File: src/rtl/multicycle_ctrl_pkg.sv
// ---------------------------------------------------------------------------
// ctrl_pkg
// Shared types and constants for the multi-cycle controller: FSM state
// encoding, instruction classes, opcodes, immediate-extender selects and
// the instruction-header decode helper.
// ---------------------------------------------------------------------------
package ctrl_pkg;

    typedef enum logic [2:0] {
        FETCH  = 3'd0,
        DECODE = 3'd1,
        EXEC   = 3'd2,
        MEM    = 3'd3,
        WB     = 3'd4,
        HALT   = 3'd5
    } state_t;

    typedef enum logic [1:0] {
        CLS_ALU_R = 2'b00,
        CLS_ALU_I = 2'b01,
        CLS_MEM   = 2'b10,
        CLS_CTRL  = 2'b11
    } cls_t;

    // memory class
    localparam logic [3:0] OP_LDR  = 4'b0000;
    localparam logic [3:0] OP_STR  = 4'b0001;
    // control class
    localparam logic [3:0] OP_B    = 4'b0000;
    localparam logic [3:0] OP_BEQ  = 4'b0001;
    localparam logic [3:0] OP_BNE  = 4'b0010;
    localparam logic [3:0] OP_HALT = 4'b1111;

    localparam logic [1:0] IMM_Z19 = 2'b00;
    localparam logic [1:0] IMM_S19 = 2'b01;
    localparam logic [1:0] IMM_S23 = 2'b10;

    // ALU operations the controller picks itself: address add for memory
    // accesses, compare-by-subtract for conditional branches.
    localparam logic [3:0] ALU_ADD = 4'b1000;
    localparam logic [3:0] ALU_SUB = 4'b1001;

    typedef struct packed {
        cls_t       cls;
        logic [3:0] op;
        logic       illegal;
        logic [1:0] imm_ctrl;
        logic [3:0] alu_op;
        logic       alu_src;
    } dec_t;

    // hdr = instr[31:26]
    function automatic dec_t decode(input logic [5:0] hdr);
        dec_t d;
        d          = '0;
        d.cls      = cls_t'(hdr[5:4]);
        d.op       = hdr[3:0];
        d.alu_op   = hdr[3:0];
        d.imm_ctrl = IMM_Z19;
        case (d.cls)
            CLS_ALU_I: begin
                d.alu_src  = 1'b1;
                d.imm_ctrl = hdr[3] ? IMM_S19 : IMM_Z19;
            end
            CLS_MEM: begin
                d.alu_src  = 1'b1;
                d.imm_ctrl = IMM_S19;
                d.alu_op   = ALU_ADD;
                d.illegal  = (d.op != OP_LDR) && (d.op != OP_STR);
            end
            CLS_CTRL: begin
                d.imm_ctrl = IMM_S23;
                d.alu_op   = ALU_SUB;
                d.illegal  = (d.op != OP_B) && (d.op != OP_BEQ) &&
                             (d.op != OP_BNE) && (d.op != OP_HALT);
            end
            default: ;
        endcase
        return d;
    endfunction

endpackage

File: src/rtl/multicycle_ctrl_if.sv
// ---------------------------------------------------------------------------
// multicycle_ctrl_if
// Instruction- and data-memory handshake bundle.
//   imem_req / imem_ready / instr   : instruction fetch
//   dmem_req / dmem_ready / dmem_we : data access (dmem_we=1 is a store)
// master = controller side, slave = memory side.
// ---------------------------------------------------------------------------
interface multicycle_ctrl_if;
    logic        imem_req;
    logic        imem_ready;
    logic [31:0] instr;
    logic        dmem_req;
    logic        dmem_ready;
    logic        dmem_we;

    modport master (
        output imem_req, dmem_req, dmem_we,
        input  imem_ready, instr, dmem_ready
    );

    modport slave (
        input  imem_req, dmem_req, dmem_we,
        output imem_ready, instr, dmem_ready
    );
endinterface

File: src/rtl/multicycle_ctrl_mem_watchdog.sv
// ---------------------------------------------------------------------------
// mem_watchdog
// Wait counter shared by the instruction and data handshakes (only one
// request is ever outstanding).
//   start  : clears the count; asserted on the edge that raises a request
//   active : a request is outstanding
//   ready  : ready of the outstanding request
//   expire : request has waited TIMEOUT cycles without ready
// ---------------------------------------------------------------------------
module mem_watchdog #(
    parameter int TIMEOUT = 16
) (
    input  logic clk,
    input  logic rst,
    input  logic start,
    input  logic active,
    input  logic ready,
    output logic expire
);

    localparam logic [7:0] LAST = 8'(TIMEOUT - 1);

    logic [7:0] cnt;

    always_ff @(posedge clk) begin
        if (rst) begin
            cnt <= '0;
        end else if (start) begin
            cnt <= '0;
        end else if (active && !ready && (cnt != LAST)) begin
            cnt <= cnt + 8'd1;
        end
    end

    // ready in the final waiting cycle takes priority over the timeout
    assign expire = active && !ready && (cnt == LAST);

endmodule

File: src/rtl/multicycle_ctrl.sv
// ---------------------------------------------------------------------------
// multicycle_ctrl
// Sequences fetch/decode/execute/memory/writeback for one instruction at a
// time and drives all datapath selects.
// Ports:
//   clk, rst      : clock, synchronous active-high reset
//   run           : start fetching (looked at only while idle in FETCH)
//   mem           : memory handshake bundle (master side)
//   zero          : ALU zero flag, used in EXEC for conditional branches
//   ir_we, pc_we, pc_src, reg_we, alu_src, alu_op, mem_to_reg, imm_ctrl
//                 : datapath controls
//   err_illegal   : one-cycle pulse in DECODE of an illegal opcode
//   bus_err       : sticky memory-timeout flag
//   halted        : sticky halt indication
// ---------------------------------------------------------------------------
module multicycle_ctrl #(
    parameter int TIMEOUT = 16
) (
    input  logic                     clk,
    input  logic                     rst,
    input  logic                     run,
    multicycle_ctrl_if.master        mem,
    input  logic                     zero,
    output logic                     ir_we,
    output logic                     pc_we,
    output logic                     pc_src,
    output logic                     reg_we,
    output logic                     alu_src,
    output logic [3:0]               alu_op,
    output logic                     mem_to_reg,
    output logic [1:0]               imm_ctrl,
    output logic                     err_illegal,
    output logic                     bus_err,
    output logic                     halted
);
    import ctrl_pkg::*;

    // state  | meaning
    // FETCH  | idle until run, then imem request held until ready
    // DECODE | decoded header on outputs; illegal -> FETCH, HALT -> HALT
    // EXEC   | branch resolution; ALU -> WB, memory -> MEM
    // MEM    | dmem request held until ready
    // WB     | register-file write
    // HALT   | parked until rst

    state_t state;
    dec_t   dec_q;
    dec_t   dec_in;
    logic   imem_req_q;
    logic   dmem_req_q;
    logic   dmem_we_q;
    logic   fetch_done;
    logic   branch_taken;
    logic   wd_start;
    logic   wd_active;
    logic   wd_ready;
    logic   wd_expire;

    assign mem.imem_req = imem_req_q;
    assign mem.dmem_req = dmem_req_q;
    assign mem.dmem_we  = dmem_we_q;

    assign imm_ctrl = dec_q.imm_ctrl;
    assign alu_op   = dec_q.alu_op;
    assign alu_src  = dec_q.alu_src;

    assign dec_in = decode(mem.instr[31:26]);

    // IR/PC loads must land in the cycle where ready (or zero) is seen, so
    // these strobes are combined from registered state and the live input.
    assign fetch_done = (state == FETCH) && imem_req_q && mem.imem_ready;

    always_comb begin
        branch_taken = 1'b0;
        if ((state == EXEC) && (dec_q.cls == CLS_CTRL)) begin
            case (dec_q.op)
                OP_B:    branch_taken = 1'b1;
                OP_BEQ:  branch_taken = zero;
                OP_BNE:  branch_taken = !zero;
                default: branch_taken = 1'b0;
            endcase
        end
    end

    assign ir_we  = fetch_done;
    assign pc_we  = fetch_done || branch_taken;
    assign pc_src = branch_taken;

    assign wd_start  = ((state == FETCH) && !imem_req_q && run) ||
                       ((state == EXEC) && (dec_q.cls == CLS_MEM));
    assign wd_active = imem_req_q || dmem_req_q;
    assign wd_ready  = imem_req_q ? mem.imem_ready : mem.dmem_ready;

    mem_watchdog #(.TIMEOUT(TIMEOUT)) u_watchdog (
        .clk    (clk),
        .rst    (rst),
        .start  (wd_start),
        .active (wd_active),
        .ready  (wd_ready),
        .expire (wd_expire)
    );

    always_ff @(posedge clk) begin
        if (rst) begin
            state       <= FETCH;
            dec_q       <= '0;
            imem_req_q  <= 1'b0;
            dmem_req_q  <= 1'b0;
            dmem_we_q   <= 1'b0;
            reg_we      <= 1'b0;
            mem_to_reg  <= 1'b0;
            err_illegal <= 1'b0;
            bus_err     <= 1'b0;
            halted      <= 1'b0;
        end else begin
            err_illegal <= 1'b0;
            reg_we      <= 1'b0;
            mem_to_reg  <= 1'b0;
            case (state)
                FETCH: begin
                    if (!imem_req_q) begin
                        if (run) imem_req_q <= 1'b1;
                    end else if (mem.imem_ready) begin
                        imem_req_q  <= 1'b0;
                        dec_q       <= dec_in;
                        err_illegal <= dec_in.illegal;
                        state       <= DECODE;
                    end else if (wd_expire) begin
                        imem_req_q <= 1'b0;
                        bus_err    <= 1'b1;
                        halted     <= 1'b1;
                        state      <= HALT;
                    end
                end
                DECODE: begin
                    if (dec_q.illegal) begin
                        state <= FETCH;
                    end else if ((dec_q.cls == CLS_CTRL) && (dec_q.op == OP_HALT)) begin
                        halted <= 1'b1;
                        state  <= HALT;
                    end else begin
                        state <= EXEC;
                    end
                end
                EXEC: begin
                    case (dec_q.cls)
                        CLS_ALU_R, CLS_ALU_I: begin
                            reg_we <= 1'b1;
                            state  <= WB;
                        end
                        CLS_MEM: begin
                            dmem_req_q <= 1'b1;
                            dmem_we_q  <= (dec_q.op == OP_STR);
                            state      <= MEM;
                        end
                        default: state <= FETCH;
                    endcase
                end
                MEM: begin
                    if (mem.dmem_ready) begin
                        dmem_req_q <= 1'b0;
                        dmem_we_q  <= 1'b0;
                        if (dec_q.op == OP_STR) begin
                            state <= FETCH;
                        end else begin
                            reg_we     <= 1'b1;
                            mem_to_reg <= 1'b1;
                            state      <= WB;
                        end
                    end else if (wd_expire) begin
                        dmem_req_q <= 1'b0;
                        dmem_we_q  <= 1'b0;
                        bus_err    <= 1'b1;
                        halted     <= 1'b1;
                        state      <= HALT;
                    end
                end
                WB:      state <= FETCH;
                HALT:    state <= HALT;
                default: state <= FETCH;
            endcase
        end
    end

endmodule
File: src/flat_wrapper.sv
// flat-port wrapper written by rule: the top's interface ports become plain ports
module multicycle_ctrl_flat import ctrl_pkg::*;
#(
    parameter int TIMEOUT = 16
)
  (clk, rst, run, zero, ir_we, pc_we, pc_src, reg_we, alu_src, alu_op, mem_to_reg, imm_ctrl, err_illegal, bus_err, halted, mem_imem_req, mem_dmem_req, mem_dmem_we, mem_imem_ready, mem_instr, mem_dmem_ready);
  multicycle_ctrl_if mem_i ();
  input  logic clk;
  input  logic rst;
  input  logic run;
  input  logic zero;
  output logic ir_we;
  output logic pc_we;
  output logic pc_src;
  output logic reg_we;
  output logic alu_src;
  output logic [3:0] alu_op;
  output logic mem_to_reg;
  output logic [1:0] imm_ctrl;
  output logic err_illegal;
  output logic bus_err;
  output logic halted;
  output wire logic [$bits(mem_i.imem_req)-1:0] mem_imem_req;
  output wire logic [$bits(mem_i.dmem_req)-1:0] mem_dmem_req;
  output wire logic [$bits(mem_i.dmem_we)-1:0] mem_dmem_we;
  input wire logic [$bits(mem_i.imem_ready)-1:0] mem_imem_ready;
  input wire logic [$bits(mem_i.instr)-1:0] mem_instr;
  input wire logic [$bits(mem_i.dmem_ready)-1:0] mem_dmem_ready;
  assign mem_imem_req = mem_i.imem_req;
  assign mem_dmem_req = mem_i.dmem_req;
  assign mem_dmem_we = mem_i.dmem_we;
  assign mem_i.imem_ready = mem_imem_ready;
  assign mem_i.instr = mem_instr;
  assign mem_i.dmem_ready = mem_dmem_ready;
  multicycle_ctrl #(.TIMEOUT(TIMEOUT)) u_core (.clk(clk), .rst(rst), .run(run), .mem(mem_i), .zero(zero), .ir_we(ir_we), .pc_we(pc_we), .pc_src(pc_src), .reg_we(reg_we), .alu_src(alu_src), .alu_op(alu_op), .mem_to_reg(mem_to_reg), .imm_ctrl(imm_ctrl), .err_illegal(err_illegal), .bus_err(bus_err), .halted(halted));
endmodule
File: config.mk
export PLATFORM = sky130hd
export DESIGN_NAME = multicycle_ctrl_flat
export DESIGN_NICKNAME = d
export VERILOG_FILES = /design/src/rtl/multicycle_ctrl_pkg.sv /design/src/rtl/multicycle_ctrl_if.sv /design/src/rtl/multicycle_ctrl_mem_watchdog.sv /design/src/rtl/multicycle_ctrl.sv /design/src/flat_wrapper.sv
export SDC_FILE = /design/constraint.sdc
export NUM_CORES = 1
export LEC_CHECK = 0
export BUFFER_PORTS_ARGS = -buffer_cell sky130_fd_sc_hd__buf_2
export CORE_MARGIN = 1.5
export CORE_UTILIZATION = 47
export CTS_CLUSTER_SIZE = 28
export DETAILED_ROUTE_END_ITERATION = 7
export HOLD_SLACK_MARGIN = 0.03
export MAX_ROUTING_LAYER = met4
export PLACE_DENSITY = 0.76
export SLEW_MARGIN = 20
export SYNTH_ARGS = -nofsm -noshare
export SYNTH_HDL_FRONTEND = slang
export SYNTH_HIERARCHICAL = 1
export SYNTH_SLANG_ARGS = --single-unit
File: constraint.sdc
create_clock -name clk -period 1.8 [get_ports clk]
set_input_delay 0.09 -clock clk [delete_from_list [all_inputs] [get_ports clk]]
set_output_delay 0.09 -clock clk [all_outputs]
set_load 0.005 [all_outputs]
==> impl_metrics.json <==
{
  "status": "completed",
  "async_flop_share": 0,
  "synth_cell_types": 43,
  "gp_congestion": 0.817,
  "finalSetupViolCount": 0,
  "die_x_um": 61.8,
  "vias": 1485,
  "cts.clk_slew.worst_paths_ps": 100,
  "grt_pass1_wl_mm": 5.29,
  "p_seq_frac": 0.584,
  "min_period_ps": 1690,
  "viasPerCell": 5.34,
  "synth.top_cell.area_share": 0.406,
  "wl_per_cell_um": 11.6,
  "dp_hpwl_mm": 2.39,
  "synthFlopType": "dfxtp_1",
  "htree_num_levels": 2,
  "ff2ff_path_depth": 4,
  "power_density_nw_per_um2": 694,
  "rows": 21,
  "wl_mm": 3.24,
  "ys.warnings.count": 6,
  "instances_no_fill": 278,
  "area_growth_pct": 17.1,
  "worstPathArrival_ps": 1600,
  "fin_setup_tns_ps": 0,
  "p_total_mw": 1.32,
  "yosysSeqAreaShare": 0.406,
  "peakVddDrop_mv": 0.341,
  "slew_headroom": 0.737,
  "ys_ff_latch": 33,
  "start_kind": "flop",
  "reg2reg_from": "u_core/mem.imem_req$_SDFFE_PP0P_",
  "die_area_um2": 3820,
  "cap_violations": 0,
  "power.leakage_nw": 0.758,
  "drt_iter0_markers": 61,
  "synth_edf_count": 0,
  "grt_usage": 0.192,
  "netlist_area_um2": 1630,
  "cts_setup_buffers": 0,
  "clkSinkCount": 33,
  "antenna_left": 0,
  "largest_reg_flops": 8,
  "slew_viol_final": 0,
  "grt_use_met1": 0.238,
  "end_kind": "output port",
  "fill_cells": 343,
  "setup_ws_ps": 109,
  "io_buffers": 29,
  "die_h_um": 61.8,
  "cts_buffers": 5,
  "clock_path_buffers": 2,
  "synth_largest_area_cell": "dfxtp_1",
  "diodes": 0,
  "syn_avg_cell_area_um2": 8.13,
  "grt.busiest_layer": "met2",
  "ctsRootBufferMaster": "clkbuf_4",
  "p_int_mw": 0.974,
  "clock_skew_ps": 9.42,
  "finalCritPeriodShare": 0.939,
  "critical_path.reg2reg.endpoint": "u_core/u_watchdog/cnt[3]$_SDFFE_PP0P_",
  "synth.top_cells.by_count": "dfxtp_1 (33), nand2_1 (26), a21oi_1 (23), nor2_1 (14), o21ai_0 (13)",
  "cts_tree": "yes",
  "min_path_cells": 3,
  "drc": 0,
  "synth.most_common_cell": "dfxtp_1",
  "p_sw_mw": 0.347,
  "largest-register": "u_core/u_watchdog/cnt",
  "multiInputGateArea_um2": 866,
  "pin_count": 56,
  "drive_above_1_share": 0.228,
  "dp_cells": 265,
  "first_pass_iters": 4,
  "grt_pass1_vias": 1252,
  "synthCells": 200,
  "fmax_ghz": 0.591,
  "p_comb_frac": 0.124,
  "syn_nets": 242,
  "critical_path.max_fanout": 19,
  "grt_max_degree": 20,
  "crit_path_end": "pc_we",
  "rsz0062_at_grt": "no",
  "p_sw_frac": 0.263,
  "grt_use_met2": 0.292,
  "hold_viol_final": 0,
  "start_util": 0.487,
  "startpoint": "u_core/state[0]$_SDFFE_PP0P_",
  "synth.top_cells.by_area": "dfxtp_1 (41%), a21oi_1 (7.1%), nand2_1 (6.0%), o21ai_0 (4.0%), nor2_1 (3.2%)",
  "antenna_found_initial": 0,
  "required_ps": 1710,
  "post-route-util": 0.570,
  "coreArea_um2": 3340,
  "gr-total-overflow": 0,
  "nets": 273,
  "place_ws_ps": 73.2,
  "insertion_delay_ps": 330,
  "regArea_um2": 664,
  "path_class": "flop to output port",
  "worst_slew_pin_slew_ps": 385,
  "grtUsageMet3": 0.0621,
  "p_clk_frac": 0.292,
  "hp-class": "input port to flop",
  "r2r_slack_ps": 160
}
-- cell usage in the layout, fill, tap and decap left out, drive strengths merged, types with 4 or more instances in the layout --
master,netlist,routed
a21oi,23,23
buf,8,33
clkbuf,6,6
dfxtp,33,33
dlygate4sd3,0,5
ha,4,4
inv,9,8
mux2i,4,4
nand2,26,26
nand3,5,5
nand3b,4,4
nand4,4,4
nor2,14,14
nor3,8,8
nor3b,4,4
o21ai,13,13
-- how the worst min path moves through the flow --
stage                              start                       endpoint  slack, ps
after global routing       mem_instr[31]  u_core/dec_q[13]$_SDFFE_PP0P_         40
after detailed placement   mem_instr[28]  u_core/dec_q[10]$_SDFFE_PP0P_        380
after global placement     mem_instr[27]   u_core/dec_q[9]$_SDFFE_PP0P_        370
after floorplan            mem_instr[30]  u_core/dec_q[12]$_SDFFE_PP0P_        230
final                      mem_instr[31]  u_core/dec_q[13]$_SDFFE_PP0P_         40
after CTS                 mem_dmem_ready   u_core/mem_to_reg$_SDFF_PP0_         30
-- logic make-up (layout without fill, tap and decap cells) --
family	Yosys count	in the layout	synth area share
multiplexers	4	4	0.0246
AO/OA/AOI/OAI	53	53	0.195
flip-flops	33	33	0.406
AND/OR/NAND/NOR	83	83	0.271
adder cells (fa/ha/maj)	4	4	0.0308
buffers and inverters	23	55	0.0724
-- per-stage QoR --
| stage | cell area [um^2] | hold slack (ps) |
|---|---|---|
| after floorplan | 1630 | 226 |
| after global placement | 1770 | 369 |
| after detailed placement | 1770 | 379 |
| after CTS | 1880 | 32.9 |
| after global routing | 1900 | 37.0 |
| final | 1900 | 43.5 |
-- what timing repair did --
item                                   in CTS  in global routing
setup endpoints to repair                   1                  8
hold buffers                                5                  0
cloned                                      0                  0
resized for setup                           2                  7
endpoints found under the hold margin       7                  0
-- layer usage --
layer  part of all wire  up-vias
li1                   -      766
met1               0.46      694
met2               0.49       21
met3              0.035        4
met4              0.012        0
met5                  0        -
-- critical path, stage by stage (launching register included) --
cell and delay [ps]:
dfxtp_2 430, nor3_4 80, nand3_1 160, clkinv_4 160
or2_2 320, buf_2 130
-- power groups by stage --
stage                     combinational, mW  clock, mW  sequential, mW
after floorplan                       0.117          0           0.779
after global placement                0.151          0           0.787
after detailed placement              0.153          0           0.788
after CTS                             0.163      0.404           0.772
after global routing                  0.187      0.440           0.776
final                                 0.164      0.386           0.772
-- area by class of cell --
type	count	area share
Clock buffer	6	0.0217
Clock inverter	2	0.00526
Inverter	9	0.0204
Multi-Input combinational cell	144	0.455
Sequential cell	33	0.349
Tap cell	46	0.0302
Timing Repair Buffer	38	0.118
Power figures use the tool's default switching activity.
